===== src/rtl/circuit_sq_acc_if.sv =====
// Sample/result bundle for the sum-of-squares accumulator.
// The master drives the enable and operand and observes the running sum.
interface circuit_sq_acc_if #(
  parameter int unsigned W = 96
);
  localparam int unsigned XW = 32;

  logic          en;
  logic [XW-1:0] x;
  logic [W-1:0]  y;

  modport master (output en, output x, input y);
  modport slave  (input en, input x, output y);
endinterface


===== src/rtl/circuit_sq_acc.sv =====
// Three-stage pipelined sum-of-squares accumulator: capture, square, accumulate.
// The running sum wraps modulo 2^W and is presented straight from its register.
module circuit_sq_acc #(
  parameter int unsigned W = 96
) (
  input  logic             clk,
  input  logic             rst,
  circuit_sq_acc_if.slave  bus
);
  localparam int unsigned XW = 32;
  localparam int unsigned PW = 2 * XW;

  logic [XW-1:0] x_a;
  logic          v_a;
  logic [PW-1:0] p_b;
  logic          v_b;
  logic [W-1:0]  acc;

  // Stage A: operand capture; the operand holds while disabled
  always_ff @(posedge clk or posedge rst) begin
    if (rst) begin
      x_a <= '0;
      v_a <= 1'b0;
    end else begin
      v_a <= bus.en;
      if (bus.en) begin
        x_a <= bus.x;
      end
    end
  end

  // Stage B: full-precision unsigned square
  always_ff @(posedge clk or posedge rst) begin
    if (rst) begin
      p_b <= '0;
      v_b <= 1'b0;
    end else begin
      p_b <= PW'(x_a) * PW'(x_a);
      v_b <= v_a;
    end
  end

  // Stage C: accumulate valid squares, wrapping silently on overflow
  always_ff @(posedge clk or posedge rst) begin
    if (rst) begin
      acc <= '0;
    end else if (v_b) begin
      acc <= acc + W'(p_b);
    end
  end

  assign bus.y = acc;
endmodule


===== src/flat_wrapper.sv =====
// flat-port wrapper written by rule: the top's interface ports become plain ports
module circuit_sq_acc_flat 
#(
  parameter int unsigned W = 96
)
  (clk, rst, bus_en, bus_x, bus_y);
  circuit_sq_acc_if #(.W(W)) bus_i ();
  input  logic clk;
  input  logic rst;
  input wire logic [$bits(bus_i.en)-1:0] bus_en;
  input wire logic [$bits(bus_i.x)-1:0] bus_x;
  output wire logic [$bits(bus_i.y)-1:0] bus_y;
  assign bus_i.en = bus_en;
  assign bus_i.x = bus_x;
  assign bus_y = bus_i.y;
  circuit_sq_acc #(.W(W)) u_core (.clk(clk), .rst(rst), .bus(bus_i));
endmodule

===== config.mk =====
export PLATFORM = sky130hd
export DESIGN_NAME = circuit_sq_acc_flat
export DESIGN_NICKNAME = d
export VERILOG_FILES = /design/src/rtl/circuit_sq_acc_if.sv /design/src/rtl/circuit_sq_acc.sv /design/src/flat_wrapper.sv
export SDC_FILE = /design/constraint.sdc
export NUM_CORES = 2
export LEC_CHECK = 0
export ABC_AREA = 1
export BUFFER_PORTS_ARGS = -buffer_cell sky130_fd_sc_hd__buf_2
export CAP_MARGIN = 30
export CORE_ASPECT_RATIO = 1.25
export CORE_UTILIZATION = 33
export CTS_BUF_LIST = sky130_fd_sc_hd__clkbuf_2 sky130_fd_sc_hd__clkbuf_4 sky130_fd_sc_hd__clkbuf_8
export CTS_CLUSTER_DIAMETER = 50
export CTS_CLUSTER_SIZE = 14
export DETAILED_ROUTE_END_ITERATION = 8
export HOLD_SLACK_MARGIN = 0.02
export MAX_ROUTING_LAYER = met4
export PLACE_DENSITY = 0.46
export SYNTH_ARGS = -nofsm -noshare
export SYNTH_HDL_FRONTEND = slang
export SYNTH_SLANG_ARGS = --single-unit

===== constraint.sdc =====
create_clock -name clk -period 14.1 [get_ports clk]
set_input_delay 2.115 -clock clk [delete_from_list [all_inputs] [get_ports clk]]
set_output_delay 2.115 -clock clk [all_outputs]
set_load 0.01 [all_outputs]

; ---- Word-level counts from Yosys, hierarchy flattened
; Index checks and enable logic that the tools add are counted.
[word_totals]
ff_bits = 194
in_bits = 35
output_inout_bits = 96
word_cells = 7
[op_classes]
add_sub_neg = 1
multipliers = 1
[op_table]
columns = op, n
row1 = 96-bit by 64-bit adder with 96-bit output, 1
row2 = 32-bit by 32-bit multiplier with 64-bit output, 1

; ---- Logic depth before layout (Yosys ltp)
[depth]
ltp_word = 1
ltp_mapped = 32
mapped_depth_nobuf = 30

; ---- Worst setup path after synthesis
; No wires, ideal clock.
[synth_path]
kind = reg-to-reg
startpoint = register u_core.x_a[19]
endpoint = register u_core.p_b[57]
setup_ns = 0.117
t_arrival_ns = 6.501
required_ns = 13.983
slack_ns = 7.481
path_stages_with_launch = 28
n_path_buf = 2
period_less_slack_ns = 6.619
path_cell_list = dfrtp_1 > clkbuf_1 > buf_1 > nand2_1 > fa_1 > inv_1 > fa_1 > inv_1 > fa_1 > fa_1 > inv_1 > fa_1 > fa_1 > fa_1 > inv_1 > fa_1 > inv_1 > ha_1 > nand2_1 > nor2_1 > inv_1 > nor2_1 > inv_1 > nor2_2 > and3_1 > nand2_1 > nand4_1 > nand2_1
[synth_via]
elab_chain_len = 1
[synth_lines]
columns = item, line
row1 = "start, declared", circuit_sq_acc.sv:13  ; logic [XW-1:0] x_a;
row2 = "start signal, assigned", circuit_sq_acc.sv:27  ; x_a <= bus.x;
row3 = 32-bit by 32-bit multiplier with 64-bit output, circuit_sq_acc.sv:38  ; p_b <= PW'(x_a) * PW'(x_a);
row4 = "end signal, assigned", circuit_sq_acc.sv:38
row5 = "end, declared", circuit_sq_acc.sv:15  ; logic [PW-1:0] p_b;
; Every way passes these cells.
; A chain may end at the register's enable or synchronous reset.

; ---- Worst setup path in the final report
[layout_path]
startpoint = register u_core.x_a[12]
endpoint = register u_core.p_b[53]
; Same word-level chain as after synthesis.

==> results.sh <==
export IMPL_fmax_mhz=125.0
export IMPL_vias_per_cell=4.623
export IMPL_fin_ws_ps=6100
export IMPL_synth_async_reset_ratio_pct=100.0
export IMPL_critPathCaptureType="flip-flop"
export IMPL_clkLatencyLatePin_ps=670
export IMPL_pre_cts_ws_ps=6218
export IMPL_cap_violations=0
export IMPL_die_area_mm2=0.1351
export IMPL_root_buffer="clkbuf_8"
export IMPL_critPathKind="flip-flop to flip-flop"
export IMPL_r2r_setup_slack_ps=6100
export IMPL_grt_pass1_vias=38170
export IMPL_synth_edf_count=0
export IMPL_critPathMaxFanout=17
export IMPL_layout_drive_gt1_share_pct=5.483
export IMPL_cts_setup_buffers=0
export IMPL_synth_area_mm2=0.04410
export IMPL_holdBufCountCts=0
export IMPL_reg2reg_depth=25
export IMPL_h_tree_depth=4
export IMPL_cts_sinks=193
export IMPL_place_area_mm2=0.04672
export IMPL_io_pins=131
export IMPL_final_hold_violation_count=0
export IMPL_synthToLayoutAreaGrowth_pct=6.832
export IMPL_finalSetupTns_ps=0
export IMPL_violations="design-rule violations"
export IMPL_synth_main_ff_cell="dfrtp_1"
export IMPL_hold_path_class="flip-flop to flip-flop"
export IMPL_tightest_slew_ps=1001
export IMPL_path_clk_slew_ps=150
export IMPL_synth_cell_type_count=39
export IMPL_io_buffers=130
export IMPL_drt_wirelength_per_cell_um=20.37
export IMPL_crit_path_end="u_core.p_b[53]"
export IMPL_synth_avg_cell_area_um2=7.528
export IMPL_fin_crit_ps=8000
export IMPL_startpoint_type="flip-flop"
export IMPL_cts_repair_resized=0
export IMPL_fin_skew_ps=52.93
export IMPL_cts_tree="done"
export IMPL_crit_required_ps=14650
export IMPL_synth_top_area_cell="fa_1"
export IMPL_ys_seq_elements=193
export IMPL_worstPathArrival_ps=8550
export IMPL_worstReg2RegEnd="u_core.p_b[53]"
export IMPL_final_area_mm2=0.04711
export IMPL_numCtsBuffers=17
export IMPL_coreArea_mm2=0.1322
export IMPL_gp_congestion=0.9691
export IMPL_rsz0062_at_grt="no"
export IMPL_die_y_um=410.7
export IMPL_slew_viol_final=0
export IMPL_num_rows=149
export IMPL_first_iter_violations=1774
export IMPL_grt_start_max_net_pins=92
export IMPL_clockBufferDepth=2
export IMPL_status="finished with violations"
export IMPL_grt_ovfl_total=0
export IMPL_initial_core_util_pct=33.36
export IMPL_syn_num_nets=7048
export IMPL_routed_wl_um=156200
export IMPL_antenna_found_initial=7
export IMPL_crit_start="u_core.x_a[12]"
export IMPL_die_x_um=329.0
export IMPL_syn_instance_count=5858
export IMPL_first_pass_iters=9
export IMPL_fin_crit_sh_pct=56.74
export IMPL_vias=35450
export IMPL_drc=16
export IMPL_yosysSeqAreaShare_pct=10.95
export IMPL_grt_pass1_wl_um=235200
export IMPL_grt_use_total_pct=24.41
export IMPL_fill_cells=14330
export IMPL_ys_warn_count=0
export IMPL_final_net_count=7105
export IMPL_r2r_start="u_core.x_a[12]"
export IMPL_setup_viol=0
export IMPL_hpwl_um=131800
export IMPL_slew_headroom_pct=33.29
export IMPL_synth_area_leaders="fa_1, inv_1, nand2_1"
export IMPL_yosysTopAreaCellShare_pct=35.95
export IMPL_final_antenna_net_count=0
[area by class of cell]
class / instances / area (µm²) / area share, %
clock buffers: 19 / 255.2 / 0.5418
multi-input cells: 3835 / 32390 / 68.75
well taps: 1736 / 2172 / 4.611
repair buffers: 167 / 928.4 / 1.971
clock inverters: 12 / 125.1 / 0.2656
diodes: 6 / 15.01 / 0.03187
inverters: 1701 / 6394 / 13.57
flip-flops and latches: 193 / 4831 / 10.25
[state kept, by name (all words and copies together) (netlist names)]
signal	count
u_core.bus.y	96
u_core.v_a	1
u_core.v_b	1
u_core.x_a	32
u_core.p_b	63
[worst max-delay path, cell delays in order (launching register included)]
cell and delay [ps]:
dfrtp_1 930, buf_4 450, nand2_1 140, inv_1 120, fa_1 420, inv_1 80, fa_1 440, fa_1 520
fa_1 530, inv_1 60, fa_1 500, fa_1 470, fa_1 510, inv_1 50, fa_1 520, inv_1 60
ha_1 440, nand2_1 150, nor2_1 180, inv_1 100, nor2_1 200, inv_1 120, o21ai_0 470, nand3_1 200
nand4_1 140, nand2_1 60
[Yosys cell counts (6+ instances only)]
cell type / count
inv_1: 1690
nand2_1: 1566
fa_1: 792
ha_1: 363
nor2_1: 291
dfrtp_1: 193
nand3_1: 162
a21oi_1: 159
o21ai_0: 127
clkbuf_1: 101
xor2_1: 66
xnor2_1: 46
nor3_1: 38
nor2_2: 33
nand2_2: 30
o21bai_1: 28
nand4_1: 26
buf_1: 21
or2_2: 14
nand3_2: 13
inv_2: 11
a21o_1: 10
mux2_2: 10
nor4_1: 10
buf_2: 7
nand3b_1: 7
a31o_2: 6
a31oi_1: 6
o21ai_1: 6
[cell families (layout without fill, tap and decap cells)]
| group | count (synthesis) | count (layout) | share of synthesized area (%) |
|---|---|---|---|
| simple gates | 2206 | 2206 | 20.39 |
| buf+inv | 1830 | 1899 | 15.60 |
| fa+ha+maj | 1155 | 1155 | 46.25 |
| compound gates | 352 | 352 | 4.333 |
| flops | 193 | 193 | 10.95 |
| xor+xnor | 112 | 112 | 2.224 |
| mux | 10 | 10 | 0.2554 |
| other cells | 0 | 6 | 0 |
[worst min path at each step]
stage                             to  cells after the start  slack [ps]       start
after global routing      u_core.v_b                      0         370  u_core.v_a
final                     u_core.v_b                      0         360  u_core.v_a
after detailed placement  u_core.v_b                      0         330  u_core.v_a
after floorplan           u_core.v_b                      0         330  u_core.v_a
after global placement    u_core.v_b                      0         330  u_core.v_a
after CTS                 u_core.v_b                      0         360  u_core.v_a
[metal layers]
layer  track usage [%]  share of wire (%)  vias to the layer above
met5                 -                  0                        -
met4             9.030                3.9                        0
met3             2.502                3.3                      190
met2             43.22                 52                      739
met1             28.33                 41                    17510
li1                  -                  -                    17020
[layout by cell type, fill, tap and decap left out, types with 7 or more instances in the layout]
master and count:
nand2_1 1566, xor2_1 66, nor3_1 38, nor4_1 10, nand3_1 162, inv_2 11, buf_2 130, nor2_2 33
ha_1 363, fa_1 792, a21o_1 10, o21ai_0 127, clkbuf_8 18, nor2_1 291, o21bai_1 28, nand4_1 26
nand3b_1 7, dfrtp_1 192, mux2_2 10, buf_4 37, nand3_2 13, inv_1 1688, xnor2_1 46, a21oi_1 159
or2_2 14, nand2_2 30
[per-stage QoR]
stage                     cells  util (%)  hold WS, ps
after global routing       7669     35.64        374.4
final                      7669     35.64        360.8
after CTS                  7663     35.63        361.6
after detailed placement   7632     35.34        334.6
after global placement     7632     35.34        333.2
after floorplan            5858         -        331.2
Power is not shown: default switching activity piles up to over one toggle a cycle in this logic, so the estimate is an artifact.
